==> src/rtl/dot_box_pkg.sv <==
// Shared types and constant helpers for the dot_box_param dot-product engine.
package dot_box_pkg;

    typedef enum logic [1:0] {
        ST_IDLE  = 2'd0,
        ST_RUN   = 2'd1,
        ST_DRAIN = 2'd2,
        ST_DONE  = 2'd3
    } state_e;

    // Accumulator is wide enough that VEC_LEN full-scale products never overflow.
    function automatic int acc_width(input int data_w, input int vec_len);
        return 2 * data_w + $clog2(vec_len);
    endfunction

    function automatic longint sat_max(input int w);
        return (64'sd1 <<< (w - 1)) - 64'sd1;
    endfunction

    function automatic longint sat_min(input int w);
        return -(64'sd1 <<< (w - 1));
    endfunction

endpackage

==> src/rtl/dot_box_sat_round.sv <==
// Combinational clamp of the accumulator to OUT_W bits, then shift/round/clamp to OUT16_W bits.
// Saturation flag ports exist only when DOT_BOX_SAT_FLAG_EN is defined.
module dot_box_sat_round
    import dot_box_pkg::*;
#(
    parameter int ACC_W      = 36,
    parameter int OUT_W      = 32,
    parameter int FRAC_SHIFT = 16,
    parameter int OUT16_W    = 16
) (
    input  logic signed [ACC_W-1:0]   acc,
    output logic signed [OUT_W-1:0]   clip,
    output logic signed [OUT16_W-1:0] dat16
`ifdef DOT_BOX_SAT_FLAG_EN
    ,
    output logic                      sat_full,
    output logic                      sat16
`endif
);
    localparam int EXT_W   = ((ACC_W > OUT_W) ? ACC_W : OUT_W) + 1;
    localparam int S_W     = OUT_W + 1;
    localparam int EXT16_W = ((S_W > OUT16_W) ? S_W : OUT16_W) + 1;

    localparam logic signed [EXT_W-1:0]   FULL_MAX = EXT_W'(sat_max(OUT_W));
    localparam logic signed [EXT_W-1:0]   FULL_MIN = EXT_W'(sat_min(OUT_W));
    localparam logic signed [EXT16_W-1:0] D16_MAX  = EXT16_W'(sat_max(OUT16_W));
    localparam logic signed [EXT16_W-1:0] D16_MIN  = EXT16_W'(sat_min(OUT16_W));

    logic signed [EXT_W-1:0]   acc_ext_s;
    logic signed [S_W-1:0]     clip_ext_s;
    logic signed [S_W-1:0]     round_s;
    logic signed [EXT16_W-1:0] round_ext_s;
    logic                      full_hi_s;
    logic                      full_lo_s;
    logic                      d16_hi_s;
    logic                      d16_lo_s;

    assign acc_ext_s = {{(EXT_W - ACC_W){acc[ACC_W-1]}}, acc};

    // Clamp the accumulator into the OUT_W result range.
    always_comb begin
        full_hi_s = (acc_ext_s > FULL_MAX);
        full_lo_s = (acc_ext_s < FULL_MIN);
        if (full_hi_s) begin
            clip = FULL_MAX[OUT_W-1:0];
        end else if (full_lo_s) begin
            clip = FULL_MIN[OUT_W-1:0];
        end else begin
            clip = acc_ext_s[OUT_W-1:0];
        end
    end

    // One spare bit keeps a rounded-up positive maximum from wrapping negative.
    assign clip_ext_s  = {clip[OUT_W-1], clip};
    assign round_s     = (clip_ext_s >>> FRAC_SHIFT)
                       + $signed({{OUT_W{1'b0}}, clip[FRAC_SHIFT-1]});
    assign round_ext_s = {{(EXT16_W - S_W){round_s[S_W-1]}}, round_s};

    // Clamp the rounded value into the OUT16_W range.
    always_comb begin
        d16_hi_s = (round_ext_s > D16_MAX);
        d16_lo_s = (round_ext_s < D16_MIN);
        if (d16_hi_s) begin
            dat16 = D16_MAX[OUT16_W-1:0];
        end else if (d16_lo_s) begin
            dat16 = D16_MIN[OUT16_W-1:0];
        end else begin
            dat16 = round_ext_s[OUT16_W-1:0];
        end
    end

`ifdef DOT_BOX_SAT_FLAG_EN
    assign sat_full = full_hi_s | full_lo_s;
    assign sat16    = d16_hi_s | d16_lo_s;
`endif

endmodule

==> src/rtl/dot_box_param.sv <==
// dot_box_param: one-MAC-per-cycle signed dot product with saturated full and shifted/rounded outputs.
// Defining DOT_BOX_SAT_FLAG_EN adds the registered OUT_SAT saturation flag.
module dot_box_param
    import dot_box_pkg::*;
#(
    parameter int DATA_W     = 16,
    parameter int VEC_LEN    = 8,
    parameter int OUT_W      = 32,
    parameter int FRAC_SHIFT = 16,
    parameter int OUT16_W    = 16
) (
    input  logic                           clk,
    input  logic                           reset_n,
    input  logic [VEC_LEN-1:0][DATA_W-1:0] IN_X,
    input  logic [VEC_LEN-1:0][DATA_W-1:0] IN_Y,
    input  logic                           IN_START,
    input  logic                           IN_ABORT,
    output logic                           IN_READY,
    output logic signed [OUT_W-1:0]        OUT_DAT,
    output logic signed [OUT16_W-1:0]      OUT_DAT16,
    output logic                           OUT_XFC
`ifdef DOT_BOX_SAT_FLAG_EN
    ,
    output logic                           OUT_SAT
`endif
);
    localparam int PROD_W = 2 * DATA_W;
    localparam int ACC_W  = acc_width(DATA_W, VEC_LEN);
    localparam int IDX_W  = $clog2(VEC_LEN);
    localparam logic [IDX_W-1:0] LAST_IDX = IDX_W'(VEC_LEN - 1);

    state_e                         state_q, state_d;
    logic [IDX_W-1:0]               idx_q, idx_d;
    logic [VEC_LEN-1:0][DATA_W-1:0] xcap_q, xcap_d;
    logic [VEC_LEN-1:0][DATA_W-1:0] ycap_q, ycap_d;
    logic signed [PROD_W-1:0]       prod_q, prod_d;
    logic signed [ACC_W-1:0]        acc_q, acc_d;
    logic signed [OUT_W-1:0]        out_dat_q, out_dat_d;
    logic signed [OUT16_W-1:0]      out_dat16_q, out_dat16_d;
    logic                           out_xfc_q, out_xfc_d;
    logic                           ready_q, ready_d;

    logic signed [DATA_W-1:0]       x_sel_s, y_sel_s;
    logic signed [PROD_W-1:0]       x_ext_s, y_ext_s;
    logic signed [ACC_W-1:0]        prod_ext_s;
    logic signed [OUT_W-1:0]        clip_s;
    logic signed [OUT16_W-1:0]      dat16_s;

    assign x_sel_s    = xcap_q[idx_q];
    assign y_sel_s    = ycap_q[idx_q];
    assign x_ext_s    = {{DATA_W{x_sel_s[DATA_W-1]}}, x_sel_s};
    assign y_ext_s    = {{DATA_W{y_sel_s[DATA_W-1]}}, y_sel_s};
    assign prod_ext_s = {{(ACC_W - PROD_W){prod_q[PROD_W-1]}}, prod_q};

`ifdef DOT_BOX_SAT_FLAG_EN
    logic sat_full_s, sat16_s;
`endif

    dot_box_sat_round #(
        .ACC_W      (ACC_W),
        .OUT_W      (OUT_W),
        .FRAC_SHIFT (FRAC_SHIFT),
        .OUT16_W    (OUT16_W)
    ) u_sat_round (
        .acc      (acc_q),
        .clip     (clip_s),
        .dat16    (dat16_s)
`ifdef DOT_BOX_SAT_FLAG_EN
        ,
        .sat_full (sat_full_s),
        .sat16    (sat16_s)
`endif
    );

    // State register and datapath flops.
    always_ff @(posedge clk) begin
        if (!reset_n) begin
            state_q     <= ST_IDLE;
            idx_q       <= '0;
            xcap_q      <= '0;
            ycap_q      <= '0;
            prod_q      <= '0;
            acc_q       <= '0;
            out_dat_q   <= '0;
            out_dat16_q <= '0;
            out_xfc_q   <= 1'b0;
            ready_q     <= 1'b1;
        end else begin
            state_q     <= state_d;
            idx_q       <= idx_d;
            xcap_q      <= xcap_d;
            ycap_q      <= ycap_d;
            prod_q      <= prod_d;
            acc_q       <= acc_d;
            out_dat_q   <= out_dat_d;
            out_dat16_q <= out_dat16_d;
            out_xfc_q   <= out_xfc_d;
            ready_q     <= ready_d;
        end
    end

    // Next-state logic; abort only acts while a vector is being consumed.
    always_comb begin
        state_d = state_q;
        case (state_q)
            ST_IDLE: begin
                if (IN_START) state_d = ST_RUN;
                else          state_d = ST_IDLE;
            end
            ST_RUN: begin
                if (IN_ABORT)               state_d = ST_IDLE;
                else if (idx_q == LAST_IDX) state_d = ST_DRAIN;
                else                        state_d = ST_RUN;
            end
            ST_DRAIN: begin
                if (IN_ABORT) state_d = ST_IDLE;
                else          state_d = ST_DONE;
            end
            ST_DONE: state_d = ST_IDLE;
            default: state_d = ST_IDLE;
        endcase
    end

    // Capture, MAC pipeline and result registers.
    always_comb begin
        xcap_d      = xcap_q;
        ycap_d      = ycap_q;
        idx_d       = idx_q;
        prod_d      = prod_q;
        acc_d       = acc_q;
        out_dat_d   = out_dat_q;
        out_dat16_d = out_dat16_q;
        out_xfc_d   = 1'b0;
        ready_d     = (state_d == ST_IDLE);
        case (state_q)
            ST_IDLE: begin
                if (IN_START) begin
                    xcap_d = IN_X;
                    ycap_d = IN_Y;
                    idx_d  = '0;
                    prod_d = '0;
                    acc_d  = '0;
                end else begin
                    idx_d  = idx_q;
                end
            end
            ST_RUN: begin
                prod_d = x_ext_s * y_ext_s;
                acc_d  = acc_q + prod_ext_s;
                if (idx_q != LAST_IDX) idx_d = idx_q + IDX_W'(1);
                else                   idx_d = idx_q;
            end
            ST_DRAIN: begin
                acc_d = acc_q + prod_ext_s;
            end
            ST_DONE: begin
                out_dat_d   = clip_s;
                out_dat16_d = dat16_s;
                out_xfc_d   = 1'b1;
            end
            default: begin
                out_xfc_d = 1'b0;
            end
        endcase
    end

    assign IN_READY  = ready_q;
    assign OUT_DAT   = out_dat_q;
    assign OUT_DAT16 = out_dat16_q;
    assign OUT_XFC   = out_xfc_q;

`ifdef DOT_BOX_SAT_FLAG_EN
    logic out_sat_q, out_sat_d;

    // Saturation flag follows the same load/hold timing as OUT_DAT.
    always_comb begin
        if (state_q == ST_DONE) out_sat_d = sat_full_s | sat16_s;
        else                    out_sat_d = out_sat_q;
    end

    // Saturation flag register.
    always_ff @(posedge clk) begin
        if (!reset_n) out_sat_q <= 1'b0;
        else          out_sat_q <= out_sat_d;
    end

    assign OUT_SAT = out_sat_q;

`ifndef SYNTHESIS
    // Simulation notice when a result is clamped.
    always_ff @(posedge clk) begin
        if (reset_n && (state_q == ST_DONE) && (sat_full_s || sat16_s)) begin
            $display("dot_box_param: result saturated at %0t", $time);
        end
    end
`endif
`endif

endmodule

==> config.mk <==
export PLATFORM = sky130hd
export DESIGN_NAME = dot_box_param
export DESIGN_NICKNAME = d
export VERILOG_FILES = /design/src/rtl/dot_box_pkg.sv /design/src/rtl/dot_box_sat_round.sv /design/src/rtl/dot_box_param.sv
export SDC_FILE = /design/constraint.sdc
export NUM_CORES = 2
export LEC_CHECK = 0
export CAP_MARGIN = 10
export CORE_MARGIN = 4
export CORE_UTILIZATION = 55
export CTS_CLUSTER_DIAMETER = 50
export CTS_CLUSTER_SIZE = 28
export DETAILED_ROUTE_END_ITERATION = 8
export GPL_TIMING_DRIVEN = 1
export PLACE_DENSITY = 0.78
export SYNTH_ARGS = -nofsm -noshare
export SYNTH_HDL_FRONTEND = slang
export SYNTH_SLANG_ARGS = --single-unit
==> constraint.sdc <==
create_clock -name clk -period 8.6 [get_ports clk]
set_clock_uncertainty 0.2 [all_clocks]
set_input_delay 2.15 -clock clk [delete_from_list [all_inputs] [get_ports clk]]
set_output_delay 2.15 -clock clk [all_outputs]
set_load 0.01 [all_outputs]
Word-level counts from Yosys, hierarchy flattened
Index checks and enable logic that the tools add are counted.
{"block": "totals", "register_bits": 378, "inputBits": 260, "out_inout_bits": 50, "elab_cells": 70}
{"block": "op_classes", "add_sub_neg": 3, "multipliers": 1, "order_cmp": 5, "n_eq_ne": 7, "muxes": 21, "reduce_logical": 9}
{"op": "16-bit binary-select mux with 3-bit select", "n": 2}
{"op": "32-bit 2-to-1 mux", "n": 3}
{"op": "35-bit case mux with 2 select lines", "n": 1}
{"op": "16-bit 2-to-1 mux", "n": 4}
{"op": "32-bit case mux with 2 select lines", "n": 1}
{"op": "35-bit by 32-bit adder with 35-bit output", "n": 1}
{"op": "35-bit by 32-bit > comparator with 1-bit output (second input constant)", "n": 1}
{"op": "35-bit by 32-bit less-than comparator with 1-bit output (second input constant)", "n": 1}
{"op": "35-bit 2-to-1 mux", "n": 1}
{"op": "16-bit by 16-bit multiplier with 32-bit output", "n": 1}
{"op": "16-bit by 2-bit adder with 17-bit output", "n": 1}
{"op": "17-bit by 16-bit > comparator with 1-bit output (second input constant)", "n": 1}
{"op": "17-bit by 16-bit less-than comparator with 1-bit output (second input constant)", "n": 1}
{"op": "2-bit case mux with 4 select lines", "n": 1}
{"op": "2-bit 2-to-1 mux", "n": 3}
{"op": "3-bit 2-to-1 mux", "n": 2}
{"op": "3-bit case mux with 2 select lines", "n": 1}
{"op": "2-bit AND reduction", "n": 3}
{"op": "2-bit == test (second input constant)", "n": 2}
{"op": "2-bit logical NOT", "n": 2}
{"op": "3-bit by 4-bit less-than comparator with 1-bit output (second input constant)", "n": 1}
{"op": "2-bit inequality test (second input constant)", "n": 2}
{"op": "2-bit nonzero test", "n": 2}
{"op": "3-bit by 1-bit adder with 3-bit output (second input constant)", "n": 1}
{"op": "other kinds (6)", "n": 7}

Depth between registers and ports, before layout
{"block": "logic_depth", "ltp_word": 7, "ltp_mapped": 27, "depth_no_buf": 25}

Cells and area by module
A second synthesis with hierarchy kept.
{"block": "unflattened", "hier_cells": 3147, "area_unflattened_um2": 27147.3}
{"mod": "dot_box_param", "instances": 1, "cells_each": 2985, "area_per_inst_um2": 26133.8, "seq_area_each_um2": 7567.3}
{"mod": "dot_box_sat_round", "instances": 1, "cells_each": 162, "area_per_inst_um2": 1013.5, "seq_area_each_um2": 0.0}

Least setup slack after synthesis
OpenSTA, ideal clock, no wires.
{"block": "synth_path", "path_type": "flip-flop to flip-flop", "startpoint": "register idx_q[0]", "endpoint": "register prod_q[30]", "setup_ns": 0.117, "arrival_time_ns": 7.381, "required_ns": 8.283, "slack_ns": 0.901, "stages_incl_launch_ff": 26, "path_buffers": 3, "period_less_slack_ns": 7.699, "path_cell_list": "dfxtp_1 buf_2 buf_2 buf_2 mux4_2 mux2i_1 nor2_1 fa_1 inv_1 fa_1 fa_1 inv_1 fa_1 fa_1 inv_1 fa_1 inv_1 ha_1 nand2_2 nor4_2 a21oi_1 or4_4 a31oi_4 o211a_1 o21ai_1 a32o_1"}
{"block": "synth_between", "elab_chain_cells": 4, "elab_cells_between_ends": 6, "classes_between": "mul: 1; mux: 5"}
{"item": "start, declared", "line_no": "dot_box_param.sv:33", "text": "logic [IDX_W-1:0] idx_q, idx_d;"}
{"item": "start signal, assigned", "line_no": "dot_box_param.sv:90", "text": "idx_q <= idx_d;"}
{"item": "16-bit binary-select mux with 3-bit select, on equally long branches", "line_no": "dot_box_param.sv:49, dot_box_param.sv:50"}
{"item": "16-bit 2-to-1 mux, on equally long branches", "line_no": "dot_box_param.sv:49, dot_box_param.sv:50"}
{"item": "16-bit by 16-bit multiplier with 32-bit output (*)", "line_no": "dot_box_param.sv:148", "text": "prod_d = x_ext_s * y_ext_s;"}
{"item": "32-bit case mux with 2 select lines (*)", "line_no": "dot_box_param.sv:135", "text": "case (state_q)"}
{"item": "end signal, assigned", "line_no": "dot_box_param.sv:93", "text": "prod_q <= prod_d;"}
{"item": "end, declared", "line_no": "dot_box_param.sv:36", "text": "logic signed [PROD_W-1:0] prod_q, prod_d;"}
Mark *: on every way between the ends. The rest lies on a longest branch, timed or not. The select of a mux whose other input is x is not followed.
A chain may end at the register's enable or synchronous reset.

Worst setup path in the final report
Same ends and word-level chain as after synthesis.

==> metrics.yaml <==
global_routing:
  grt_pass1_wl_um: 126000
  gr-total-overflow: 0
  antenna_found_initial: 0
  grt_use_total: 0.289
  grt_max_degree: 211
  grt_pass1_vias: 23900
sta:
  finalMaxSlewViolations: 0
  finalHoldViolCount: 0
  setup_tns_ns: 0
  clock.fmax_mhz: 124
  relSlewSlack: 0.243
  setup_viol: 0
  fin_crit_sh: 0.941
  grt_setup_unrepaired: "false"
  period_needed_ns: 8.09
  worst_pin_slew_ns: 1.14
logic_synthesis:
  ys_warn_count: 0
  ys_types: 80
  synth_top_area_frac: 0.272
  synth-main-ff-cell: "dfxtp_1"
  avgSynthCellArea_um2: 8.75
  synth_edf_count: 0
  synthArstFlopShare: 0
  netlist_top_cells_area: "dfxtp_1, fa_1, nand2_1, a21boi_0, ha_1"
  syn-num-nets: 3831
  syn_area_um2: 27900
  synth_top_cell_by_area: "dfxtp_1"
  synth-seq-cells: 378
  ys_seq_area_frac: 0.272
  postSynthCellCount: 3184
layout:
  fill_cells: 4109
  drive_above_1_share: 0.0698
  finalInstanceArea_um2: 33000
  final_nets: 4056
  syn2layout_area_growth_pct: 18.3
  seq_area_um2: 7570
  multi_input_area_um2: 18300
setup_path:
  path_max_fanout: 27
  crit_buf_inv: 6
  path_class: "reg2reg"
  cp_data_required_time_ns: 8.85
  worstRegToRegCells: 24
  cp.arrival_ns: 8.34
  slowest_delay_ns: 0.69
  reg2reg_slack_ns: 0.51
  cp_slowest_cell: "dfxtp_4"
  cpMostUsedCell: "fa_1"
  end_kind: "register"
  cp-start-kind: "register"
  path_cells: "buf_4 > mux4_2 > mux2i_1 > buf_4 > nor2_1 > fa_1 > inv_1 > fa_1 > fa_1 > fa_1 > inv_1 > fa_1 > inv_1 > fa_1 > inv_1 > ha_1 > a41oi_1 > o21ai_0 > a21oi_1 > or4_4 > a31oi_4 > o211a_1 > or3_2 > a32o_1"
  cp.depth: 24
  cp_top_family: "adder cells"
clock_network:
  cts_inserted_buffers: 39
  post_cts_buffers: 0
  cts_hold_buf: 0
  clk_path_buf_depth: 3
  cts_sinks: 378
  root_buffer: "clkbuf_16"
  cts_tree: "yes"
  clkTransAtPathRegs_ns: 0.08
  clock_latency_ns: 0.58
  cts_max_level: 2
  cts.repair.resized: 0
floorplanning:
  die_x_um: 233
  io_pins: 310
  start_util: 0.556
  fp-row-count: 82
  die_area_um2: 54300
  die_y_um: 233
  core_um2: 50200
placed_design:
  dpl.hpwl_um: 61100
  gp_congestion: 0.961
  portBuffers: 309
  dpl-instance-area_um2: 31600
route:
  vias_per_cell: 5.61
  drt_iter0_drc: 1779
  vias: 23100
  ant_nets: 0
  wire_per_inst_um: 19.1
  drc: 0
  first_pass_iters: 5
  finalWirelength_um: 78500
pwr:
  irDropWorstVdd_mv: 0.137
  p_leak_nw: 13.7
  power_density_nw_per_um2: 143
worst_hold_path:
  min_path_cells: 2
  hp-class: "reg2reg"
outcome:
  status: "complete, no violations"
flow_run:
  maxCapViolCount: 0
-- worst paths after layout --
check | endpoint | start
setup / recovery | prod_q[30]$_SDFFE_PN0P_ | idx_q[0]$_SDFFE_PN0P_
hold / removal | ycap_q[48]$_SDFFE_PN0P_ | ycap_q[48]$_SDFFE_PN0P_
setup reg to reg | prod_q[30]$_SDFFE_PN0P_ | idx_q[0]$_SDFFE_PN0P_
hold reg to reg | ycap_q[48]$_SDFFE_PN0P_ | ycap_q[48]$_SDFFE_PN0P_
-- layout make-up --
| type | count | share of cell area |
|---|---|---|
| Multi-Input combinational cell | 2284 | 0.556 |
| Sequential cell | 378 | 0.230 |
| Timing Repair Buffer | 358 | 0.106 |
| Inverter | 348 | 0.0396 |
| Clock buffer | 41 | 0.0304 |
| Tap cell | 672 | 0.0255 |
| Clock inverter | 30 | 0.0125 |
| Antenna cell | 1 | 0.0000759 |
-- metrics by stage --
step	power [W]	setup slack (ns)	utilization	std cells	hold WS [ns]
floorplan	0.00254	0.901	-	3184	0.231
CTS	0.00475	0.494	0.657	4111	0.268
global placement	0.00288	0.685	0.629	4040	0.250
global route	0.00494	0.0613	0.657	4111	0.285
finish	0.00473	0.505	0.657	4112	0.265
detailed placement	0.00291	0.547	0.629	4040	0.257
-- power by group --
part / leakage [nW] / internal (W) / switching [W]
clock network: 0.676 / 0.00102 / 0.000827
registers: 3.09 / 0.00183 / 0.0000512
logic: 9.94 / 0.000435 / 0.000562
-- kinds of logic (layout without fill, tap and decap cells) --
logic type / Yosys count / in the layout / share of synthesized area
AOI/OAI and AO/OA: 626 / 626 / 0.155
xor gates and xnor gates: 56 / 56 / 0.0176
adders and majority gates: 387 / 387 / 0.245
buffers and inverters: 522 / 777 / 0.0712
DFF: 378 / 378 / 0.272
muxes: 123 / 123 / 0.0739
other: 0 / 1 / 0
and+or+nand+nor: 1092 / 1092 / 0.166
-- Yosys cell counts (17+ instances only) --
cell type  instances
a21boi_0         285
a21oi_1           92
a22oi_1           34
and2_1            18
clkbuf_1         151
dfxtp_1          378
fa_1             263
ha_1             124
inv_1            348
mux2_2            22
mux2i_1           37
mux4_2            64
nand2_1          707
nand2b_1          40
nand3_1           23
nor2_1           172
nor2b_1           51
nor3_1            22
o211ai_1          30
o21a_1            17
o21ai_0           84
xnor2_1           43
-- flip-flops by register name, summed over array words and instances (netlist names), 2 cells and up --
register   flops
acc_q         35
idx_q          3
prod_q        32
OUT_DAT       32
xcap_q       128
OUT_DAT16     16
ycap_q       128
state_q        2
-- worst register-to-register path, stage by stage (launching register included) --
cell and delay (ns):
dfxtp_4 0.69, buf_4 0.32, mux4_2 0.54, mux2i_1 0.20, buf_4 0.26, nor2_1 0.10
fa_1 0.55, inv_1 0.06, fa_1 0.56, fa_1 0.44, fa_1 0.50, inv_1 0.06
fa_1 0.53, inv_1 0.05, fa_1 0.53, inv_1 0.04, ha_1 0.38, a41oi_1 0.25
o21ai_0 0.13, a21oi_1 0.34, or4_4 0.23, a31oi_4 0.10, o211a_1 0.25, or3_2 0.40
a32o_1 0.26
-- layer usage --
| metal | GRT usage | vias up | part of all wire |
|---|---|---|---|
| met5 | 0 | - | 0 |
| met2 | 0.481 | 815 | 0.47 |
| met3 | 0.0427 | 124 | 0.065 |
| met4 | 0.0820 | 0 | 0.027 |
| li1 | - | 10800 | - |
| met1 | 0.395 | 11300 | 0.43 |
-- layout by cell type (no fill, tap or decap), types with 13 or more instances in the layout --
cell             instances
buf_4                   46
mux2_2                  22
nor3_1                  22
nor2_1                 171
a21o_1                  13
fa_1                   263
xnor2_1                 43
ha_1                   123
clkbuf_16               39
nor2b_1                 51
o211ai_1                30
nand2_1                706
mux2i_1                 37
dfxtp_1                375
nand3_1                 23
a22oi_1                 34
xor2_1                  13
inv_1                  348
a21boi_0               285
clkdlybuf4s50_1        308
nand2b_1                40
o21a_1                  17
mux4_2                  64
and2_1                  17
o21ai_0                 84
a21oi_1                 91
Power figures use the tool's default switching activity.
